**src/rtl/rom_rd_sched.sv**
```systemverilog
// Read scheduler and power sequencer for the 2048x32 latch-based ROM macro.
// Round-robin arbitration onto one ROM read port, fixed 2-cycle read latency, idle power-down.
module rom_rd_sched #(
    parameter int NREQ    = 4,
    parameter int ADDR_W  = 11,
    parameter int DATA_W  = 32,
    parameter int IDLE_TO = 16
) (
    input  logic                     ickr,
    input  logic                     irst,
    input  logic [NREQ-1:0]          ireq_vld,
    input  logic [NREQ*ADDR_W-1:0]   ireq_addr,
    output logic [NREQ-1:0]          oreq_rdy,
    output logic [NREQ-1:0]          orsp_vld,
    output logic [DATA_W-1:0]        orsp_data,
    output logic                     orom_ren,
    output logic [ADDR_W-1:0]        orom_addr,
    input  logic [DATA_W-1:0]        irom_dout,
    output logic                     orom_pwreninb,
    input  logic                     irom_pwrenoutb,
    output logic [1:0]               ostate
);

    localparam int PW = (NREQ > 1) ? $clog2(NREQ) : 1;
    localparam int CW = (IDLE_TO > 0) ? $clog2(IDLE_TO + 1) : 1;
    localparam logic [CW-1:0] IDLE_MAX = CW'(IDLE_TO);
    localparam bit CAN_SLEEP = (IDLE_TO != 0);

    typedef enum logic [1:0] {
        ST_OFF   = 2'd0,
        ST_PWRUP = 2'd1,
        ST_ON    = 2'd2,
        ST_PWRDN = 2'd3
    } state_t;

    state_t              r_state, w_nxt;
    logic [PW-1:0]       r_ptr;
    logic [CW-1:0]       r_idle;
    logic [NREQ-1:0]     r_tag1, r_tag2, r_rsp_vld;
    logic [DATA_W-1:0]   r_rsp_data;
    logic                r_ren, r_pwreninb;
    logic [ADDR_W-1:0]   r_addr;

    logic                w_found, w_accept, w_busy, w_timeout, w_pwreninb_nxt;
    logic [PW-1:0]       w_gidx;
    logic [NREQ-1:0]     w_grant;

    // Scan downward so the lowest rotation offset from the pointer wins.
    always_comb begin
        w_found = 1'b0;
        w_gidx  = '0;
        for (int k = NREQ - 1; k >= 0; k--) begin
            if (ireq_vld[PW'((int'(r_ptr) + k) % NREQ)]) begin
                w_found = 1'b1;
                w_gidx  = PW'((int'(r_ptr) + k) % NREQ);
            end
        end
    end

    assign w_accept  = (r_state == ST_ON) && w_found;
    assign w_busy    = (|r_tag1) || (|r_tag2);
    assign w_timeout = CAN_SLEEP && (r_idle == IDLE_MAX) && !(|ireq_vld);

    // FSM: state register
    always_ff @(posedge ickr or posedge irst) begin
        if (irst) r_state <= ST_OFF;
        else      r_state <= w_nxt;
    end

    // FSM: next state
    always_comb begin
        w_nxt = r_state;
        unique case (r_state)
            ST_OFF:   if (|ireq_vld)       w_nxt = ST_PWRUP;
            ST_PWRUP: if (!irom_pwrenoutb) w_nxt = ST_ON;
            ST_ON:    if (w_timeout)       w_nxt = ST_PWRDN;
            ST_PWRDN: if (irom_pwrenoutb)  w_nxt = ST_OFF;
            default:                       w_nxt = ST_OFF;
        endcase
    end

    // FSM: outputs (power enable is registered from the next state)
    always_comb begin
        w_grant        = '0;
        w_pwreninb_nxt = !((w_nxt == ST_PWRUP) || (w_nxt == ST_ON));
        if (w_accept) w_grant = NREQ'(1) << w_gidx;
    end

    assign oreq_rdy = w_grant;

    always_ff @(posedge ickr or posedge irst) begin
        if (irst) begin
            r_pwreninb <= 1'b1;
            r_ptr      <= '0;
            r_idle     <= '0;
            r_ren      <= 1'b0;
            r_addr     <= '0;
            r_tag1     <= '0;
            r_tag2     <= '0;
            r_rsp_vld  <= '0;
            r_rsp_data <= '0;
        end else begin
            r_pwreninb <= w_pwreninb_nxt;
            r_ren      <= w_accept;
            r_tag1     <= w_grant;
            r_tag2     <= r_tag1;
            r_rsp_vld  <= r_tag2;
            if (|r_tag2) r_rsp_data <= irom_dout;
            if (w_accept) begin
                r_addr <= ireq_addr[int'(w_gidx)*ADDR_W +: ADDR_W];
                r_ptr  <= (w_gidx == PW'(NREQ - 1)) ? '0 : w_gidx + 1'b1;
            end
            // Idle time only accrues in ON with nothing accepted or in flight.
            if (r_state != ST_ON || w_accept || w_busy) r_idle <= '0;
            else if (r_idle != IDLE_MAX)                r_idle <= r_idle + 1'b1;
        end
    end

    assign orsp_vld      = r_rsp_vld;
    assign orsp_data     = r_rsp_data;
    assign orom_ren      = r_ren;
    assign orom_addr     = r_addr;
    assign orom_pwreninb = r_pwreninb;
    assign ostate        = r_state;

endmodule

```
**config.mk**
```make
export PLATFORM = sky130hd
export DESIGN_NAME = rom_rd_sched
export DESIGN_NICKNAME = d
export VERILOG_FILES = /design/src/rtl/rom_rd_sched.sv
export SDC_FILE = /design/constraint.sdc
export NUM_CORES = 1
export LEC_CHECK = 0
export ABC_AREA = 1
export CORE_MARGIN = 10
export CORE_UTILIZATION = 39
export CTS_CLUSTER_SIZE = 20
export DETAILED_ROUTE_END_ITERATION = 16
export HOLD_SLACK_MARGIN = 0.15
export PLACE_DENSITY = 0.74
export SLEW_MARGIN = 10
export SYNTH_ARGS = -nofsm -noshare
export SYNTH_HDL_FRONTEND = slang
export SYNTH_SLANG_ARGS = --single-unit
```
**constraint.sdc**
```tcl
create_clock -name ickr -period 6.5 [get_ports ickr]
set_clock_uncertainty 0.15 [all_clocks]
set_input_delay 0.975 -clock ickr [delete_from_list [all_inputs] [get_ports ickr]]
set_output_delay 0.975 -clock ickr [all_outputs]
set_load 0.05 [all_outputs]
```
==> run summary, run 1 <==
STATUS
-------------------------------------------------------------------------------------------------
Status                                                                                  completed

POWER
-------------------------------------------------------------------------------------------------
Leakage power summed over all cells                                                      2.566 nW
Power per unit of standard cell area                                                 598.5 nW/um2
Peak supply drop                                                                      0.0003384 V
Internal power of the cells                                                              1.372 mW
Switching Fraction                                                                         53.21%
Clock network power share                                                                   10.1%
Power share of the combinational group                                                      66.3%
Relative contribution of sequential cells to total power                                    23.6%
Reported net switching power                                                             1.560 mW

WORST SETUP PATH
-------------------------------------------------------------------------------------------------
Crit path kind                                                                       input pin to output pin
Critical path data arrival time                                                           3.89 ns
Category of the worst setup path launch point                                           input pin
CP required                                                                               5.37 ns
Critical path fanouts, max                                                                     26
Worst setup EP type                                                                    output pin

FLOORPLAN
-------------------------------------------------------------------------------------------------
Standard cell core area                                                                  8175 um2
Overall die area                                                                        12460 um2
Chip height                                                                              111.6 um
Horizontal extent of the die                                                             111.6 um
FP Rows                                                                                        33
Number of top-level design ports                                                              138
Initial core utilization                                                                   40.07%

GLOBAL ROUTING
-------------------------------------------------------------------------------------------------
Largest net degree at the start of global routing                                              67
Number of global-route vias before repair                                                    3206
Wire length of the first global-routing pass                                             15210 um
All-Layer GR Usage                                                                         14.34%
Overflow after GRT                                                                              0
Antenna violations before repair                                                                0

WORST HOLD PATH
-------------------------------------------------------------------------------------------------
Class of the most critical hold timing path                                          flip-flop to flip-flop

CLOCKING
-------------------------------------------------------------------------------------------------
Number of clock sinks                                                                          66
Clock tree from TritonCTS                                                                   built
Insertion delay of the later-clocked pin in the worst-skew pair                           0.32 ns
Maximum root-to-sink buffer count                                                               2
Num CTS Buffers                                                                                 9
Maximum level of the CTS H-tree                                                                 3
Post_cts resized                                                                                0
Clock slew seen by the registers of the worst setup and hold paths                        0.07 ns
Hold bufs inserted after CTS                                                                    0
Post-CTS Setup Bufs                                                                             0
Master cell of the clock root buffer                                                 sky130_fd_sc_hd__clkbuf_8

ROUTING
-------------------------------------------------------------------------------------------------
Routed length per instance                                                               13.21 um
Drt total wl                                                                              9037 um
Total number of vias                                                                         3151
DRT iter0 DRCs                                                                                137
TritonRoute pass-1 iters                                                                        4
Count of antenna-violating nets left after detailed routing                                     0
Routed via count divided by cell count                                                      4.607
Remaining DRCs                                                                                  0

PLACED DESIGN
-------------------------------------------------------------------------------------------------
Gp weighted congestion                                                                     0.9040
Number of placed instances with taps included                                                 669
Placed wire-length estimate                                                               7115 um
Worst-case setup slack after placement                                                   1.497 ns
Count of buffers from port buffering                                                          137

YOSYS
-------------------------------------------------------------------------------------------------
Netlist area before placement                                                            3276 um2
Top FF cell, synth                                                                   sky130_fd_sc_hd__dfrtp_1
Sequential share of the synthesized area                                                   50.46%
Number of flops mapped to enable cells by yosys                                                 0
Yosys warns                                                                                     0
Total of flip-flops plus latches after synthesis                                               66
Largest cells by area after synthesis                                                sky130_fd_sc_hd__dfrtp_1 50%, sky130_fd_sc_hd__nand2_1 23%, sky130_fd_sc_hd__nand3_1 8.1%, sky130_fd_sc_hd__inv_1 7.4%, sky130_fd_sc_hd__ha_1 2.3%
Number of distinct library cell variants in the gate-level netlist after synthesis             27
Ranking of synthesized cells by instance count                                       198 x sky130_fd_sc_hd__nand2_1, 65 x sky130_fd_sc_hd__dfrtp_1, 65 x sky130_fd_sc_hd__inv_1
Synthesized area per cell                                                               7.462 um2
Area share of the leading cell type in the synthesized netlist                             49.66%
Top cell type by total area after synthesis                                          sky130_fd_sc_hd__dfrtp_1
Count leader, synth                                                                  sky130_fd_sc_hd__nand2_1
Synth Instances                                                                               439
Async S/R FF share, synth                                                                  100.0%
Synthesized Nets                                                                              528

STA
-------------------------------------------------------------------------------------------------
Fraction of the cycle the final worst path needs                                           77.14%
Final hold vios                                                                                 0
Pins Over Slew Limit                                                                            0
Relative slew slack                                                                        36.82%
Top achievable clock speed                                                              199.4 MHz
Setup repair after global routing missed its margin                                            no
Least setup slack across all paths after layout                                          1.486 ns
# setup viols final                                                                             0
Sum of negative setup slack                                                                  0 ns
Pin slew with the least headroom to its limit                                           0.9467 ns
Minimum period implied by the final worst setup slack                                    5.014 ns

FINISH
-------------------------------------------------------------------------------------------------
Syn-to-layout area delta                                                                   49.58%
Number of inserted diodes                                                                       0
Post-layout net count                                                                         664
Share of final-layout standard cells stronger than drive strength 1                        4.663%
Non-filler instance count after layout                                                        684
Post-Route Utilization                                                                     59.93%

FLOW RUN
-------------------------------------------------------------------------------------------------
Number of max-cap violations                                                                    0

==> power by group through the flow <==
stage	Clock [mW]	Combinational (mW)	Sequential [mW]
2_1_floorplan	0	0.905	1.20
3_3_place_gp	0	1.92	0.693
3_5_place_dp	0	1.96	0.698
4_1_cts	0.306	1.96	0.694
5_1_grt	0.323	2.15	0.714
6_report	0.297	1.94	0.693
==> worst max-delay path, stage by stage <==
cell and delay (ns):
sky130_fd_sc_hd__clkdlybuf4s50_1 0.52, sky130_fd_sc_hd__inv_1 0.06, sky130_fd_sc_hd__nand2_1 0.08, sky130_fd_sc_hd__nand3_1 0.12, sky130_fd_sc_hd__nand2_1 0.11, sky130_fd_sc_hd__inv_1 0.05, sky130_fd_sc_hd__nor2_1 0.08, sky130_fd_sc_hd__nor2_1 0.05
sky130_fd_sc_hd__nand2_2 0.30, sky130_fd_sc_hd__nand2_4 0.25, sky130_fd_sc_hd__inv_1 0.14, sky130_fd_sc_hd__ha_1 0.15, sky130_fd_sc_hd__inv_1 0.04, sky130_fd_sc_hd__nor2_1 0.13, sky130_fd_sc_hd__clkdlybuf4s50_1 0.83
==> path summary, 6_finish.rpt <==
path	start	endpoint	slack (ns)	cells past startpoint
min in group asynchronous	irst	orsp_data[15]	1.06	3
worst max-delay path	ireq_vld[1]	oreq_rdy[1]	1.49	15
worst max register to register	r_ptr[0]	r_ptr[1]	3.95	13
worst min-delay path	r_tag1[0]	r_tag2[0]	0.23	0
max in group asynchronous	irst	r_idle[1]	4.60	3
worst min register to register	r_tag1[0]	r_tag2[0]	0.23	0
==> per-stage QoR <==
step,power [mW],hold WS [ns],cell area (um2)
2_1_floorplan,2.109,0.2040,3276
3_3_place_gp,2.613,0.2180,4728
3_5_place_dp,2.655,0.2184,4728
4_1_cts,2.962,0.2402,4900
5_1_grt,3.186,0.2431,4900
6_report,2.932,0.2324,4900
==> layout by cell type (no fill, tap or decap), types with 3 or more instances in the layout <==
cell and instances:
sky130_fd_sc_hd__nand3_1 53, sky130_fd_sc_hd__ha_1 6, sky130_fd_sc_hd__clkdlybuf4s50_1 137, sky130_fd_sc_hd__clkbuf_8 11, sky130_fd_sc_hd__xor2_1 3, sky130_fd_sc_hd__buf_4 4
sky130_fd_sc_hd__inv_1 64, sky130_fd_sc_hd__nor2_1 10, sky130_fd_sc_hd__nand2_2 3, sky130_fd_sc_hd__dfrtp_1 65, sky130_fd_sc_hd__inv_2 3, sky130_fd_sc_hd__nand2_1 198
sky130_fd_sc_hd__a21oi_1 3
==> final cells by class <==
cell class                      instances  area, um2
Inverter                               67      251.5
Timing Repair Buffer                  141       1401
Multi-Input combinational cell        290       1291
Sequential cell                        66       1653
Fill cell                             713       3276
Clock inverter                          2      12.51
Clock buffer                           13      158.9
Tap cell                              105      131.4
==> state kept, by name, summed over array words and instances (netlist names), 2 cells and up <==
register   flops
orsp_data     32
orom_addr     11
r_idle         5
orsp_vld       4
r_tag1         4
r_tag2         4
ostate         2
r_ptr          2
==> metal layers <==
layer	share of wire, %	up-vias	routed length [um]	global-route usage [%]
met2	42	140	3810	20.86
li1	-	1594	-	-
met4	1.1	0	95	4.542
met1	47	1407	4206	18.60
met3	10	10	924	6.334
met5	0	-	0	0
==> kinds of logic after synthesis <==
kind of cell,share of synthesized area (%)
AOI/OAI and AO/OA,1.642
xor gates and xnor gates,1.070
adders and majority gates,2.292
buffers and inverters,10.39
DFF,50.46
and+or+nand+nor,34.15
Note: power is estimated with default switching activity, not from simulation.
==> run 2, diff against run 1 <==
==> constraint.sdc (replaced) <==
create_clock -name ickr -period 5 [get_ports ickr]
set_clock_uncertainty 0.15 [all_clocks]
set_input_delay 0.75 -clock ickr [delete_from_list [all_inputs] [get_ports ickr]]
set_output_delay 0.75 -clock ickr [all_outputs]
set_load 0.05 [all_outputs]
==> run summary, run 2 (synthesis results as in run 1) <==
FINISH
----------------------------------------------------------------------------------
Post-layout net count                                                          663   -0.15%
Number of inserted filler cells in the final layout                            720   +0.98%
Commonest cells after routing, fill and taps aside                    198 x sky130_fd_sc_hd__nand2_1, 133 x sky130_fd_sc_hd__clkdlybuf4s50_1, 65 x sky130_fd_sc_hd__dfrtp_1
Share of final-layout standard cells stronger than drive strength 1         5.527%   +0.86 points
Final Cell Area                                                           4930 um2   +0.61%
Syn-to-layout area delta                                                    50.50%
Post-Route Utilization                                                      60.30%   +0.37 points
Number of inserted diodes                                                        0   unchanged
Leading cell type in the layout, fill and taps excluded               sky130_fd_sc_hd__nand2_1
Max FFs per register                                                            32   unchanged

FLOORPLAN
----------------------------------------------------------------------------------
Overall die area                                                         12460 um2   unchanged
Chip height                                                               111.6 um   unchanged
Horizontal extent of the die                                              111.6 um   unchanged
Standard cell core area                                                   8175 um2   unchanged
FP Rows                                                                         33   unchanged
Number of top-level design ports                                               138   unchanged
Initial core utilization                                                    40.07%   unchanged

PLACED DESIGN
----------------------------------------------------------------------------------
Count of buffers from port buffering                                           137   unchanged
Gp weighted congestion                                                      0.8250   -8.7%
Placed wire-length estimate                                                7235 um   +1.7%
Instance area after placement                                             4711 um2   -0.37%

WORST SETUP PATH
----------------------------------------------------------------------------------
Worst setup EP type                                                     output pin
Cell with the largest stage delay on the worst path                   sky130_fd_sc_hd__nor2_1
CP required                                                                4.10 ns   -1.27 ns
Crit path kind                                                        input pin to output pin
Critical path data arrival time                                            3.10 ns   -0.79 ns
Ordered cell list for the critical path                               clkdlybuf4s50_1 -> nor4_1 -> nor2_1 -> inv_1 -> nor2_1 -> buf_4
Category of the worst setup path launch point                            input pin
Cell occurring most often along the worst timing path                 sky130_fd_sc_hd__nor2_1
Worst path max stage delay                                                 0.72 ns   -0.11 ns
Crit path buf inv count                                                          3   -3
Crit-path leading delay family                                        buffers and inverters
Critical path fanouts, max                                                      17   -35%

STATUS
----------------------------------------------------------------------------------
Status                                                                   completed

ROUTING
----------------------------------------------------------------------------------
Count of antenna-violating nets left after detailed routing                      0   unchanged
Routed via count divided by cell count                                       4.509   -2.1%
Routed length per instance                                                13.38 um   +1.3%
TritonRoute pass-1 iters                                                         4   unchanged
DRT iter0 DRCs                                                                 179   +31%
Remaining DRCs                                                                   0   unchanged
Drt total wl                                                               9151 um   +1.3%
Total number of vias                                                          3084   -2.1%

STA
----------------------------------------------------------------------------------
Fraction of the cycle the final worst path needs                            80.07%
Hold slack final                                                         0.2257 ns   -0.006682 ns
Final hold vios                                                                  0   unchanged
Pins Over Slew Limit                                                             0   unchanged
Sum of negative setup slack                                                   0 ns   unchanged
Relative slew slack                                                         36.26%   -0.56 points
Minimum period implied by the final worst setup slack                     4.004 ns
Setup repair after global routing missed its margin                             no
Pin slew with the least headroom to its limit                            0.9550 ns   +0.008321 ns
Top achievable clock speed                                               249.8 MHz
# setup viols final                                                              0   unchanged

POWER
----------------------------------------------------------------------------------
Final total power                                                         3.908 mW   +33%
Power per unit of standard cell area                                  792.7 nW/um2   +32%
Peak supply drop                                                       0.0004056 V   +20%
Leakage power summed over all cells                                       2.593 nW   +1.0%

GLOBAL ROUTING
----------------------------------------------------------------------------------
Antenna violations before repair                                                 0   unchanged
All-Layer GR Usage                                                          14.36%   +0.022 points
Number of global-route vias before repair                                     2990   -6.7%
Wire length of the first global-routing pass                              15060 um   -0.95%
Overflow after GRT                                                               0   unchanged
Largest net degree at the start of global routing                               35   -48%

CLOCKING
----------------------------------------------------------------------------------
Post_cts resized                                                                 0   unchanged
Master cell of the clock root buffer                                  sky130_fd_sc_hd__clkbuf_8
Maximum root-to-sink buffer count                                                2   unchanged
Clock slew seen by the registers of the worst setup and hold paths         0.08 ns   about the same
Hold bufs inserted after CTS                                                     0   unchanged
Clock tree from TritonCTS                                                    built
Number of clock sinks                                                           66   unchanged
Num CTS Buffers                                                                  9   unchanged
Insertion delay of the later-clocked pin in the worst-skew pair            0.33 ns   about the same
Maximum level of the CTS H-tree                                                  3   unchanged
Post-CTS Setup Bufs                                                              0   unchanged

WORST HOLD PATH
----------------------------------------------------------------------------------
Class of the most critical hold timing path                           flip-flop to flip-flop

FLOW RUN
----------------------------------------------------------------------------------
Number of max-cap violations                                                     0   unchanged

-- run 2: cell types whose count changed in the layout (fill, tap and decap cells not counted) --
cell	change
sky130_fd_sc_hd__clkbuf_8	-1
sky130_fd_sc_hd__clkinv_2	+1
sky130_fd_sc_hd__clkdlybuf4s50_1	-4
sky130_fd_sc_hd__bufinv_16	+2
sky130_fd_sc_hd__clkbuf_1	-1
sky130_fd_sc_hd__buf_4	+3
-- run 2: final timing paths --
path	slack (ns)	endpoint	cells past startpoint	from
max	1.0	oreq_rdy[0]	6	ireq_vld[1]
min in group asynchronous	0.69	orsp_data[13]	2	irst
min	0.23	r_tag2[1]	0	r_tag1[1]
min reg2reg	0.23	r_tag2[1]	0	r_tag1[1]
max in group asynchronous	3.10	orom_pwreninb	3	irst
max reg2reg	2.45	r_ptr[1]	13	r_ptr[0]
-- run 2: power breakdown --
part / internal, mW / leakage, nW / switching, mW
combinational: 0.798 / 1.64 / 1.72
sequential: 0.774 / 0.839 / 0.130
clock: 0.293 / 0.109 / 0.194
total: 1.86 / 2.59 / 2.04
-- run 2: routing by layer --
layer / part of all wire, % / up-vias / track usage, %
li1: - / 1596 / -
met1: 48 / 1355 / 18.97
met2: 42 / 123 / 20.67
met3: 8.4 / 10 / 5.904
met4: 1.2 / 0 / 4.884
met5: 0 / - / 0
-- run 2: layout make-up --
type                            count  area [um2]  area share [%]
Clock buffer                       11       141.4           2.868
Clock inverter                      5       77.57           1.574
Inverter                           67       251.5           5.102
Multi-Input combinational cell    290        1291           26.19
Sequential cell                    66        1653           33.53
Tap cell                          105       131.4           2.665
Timing Repair Buffer              140        1384           28.07
-- run 2: through the flow --
step	instances	setup slack (ns)
6_report	684	0.9963
5_1_grt	684	0.7661
4_1_cts	684	0.9122
3_5_place_dp	668	0.9425
3_3_place_gp	668	1.132
2_1_floorplan	439	1.711
-- run 2: worst register-to-register path, delay by kind of cell (launching register included) --
kind | cells | cell delay [ns]
compound gates | 1 | 0.08
fa+ha+maj | 1 | 0.28
buf+inv | 2 | 0.27
flops | 1 | 0.45
simple gates | 9 | 1.17
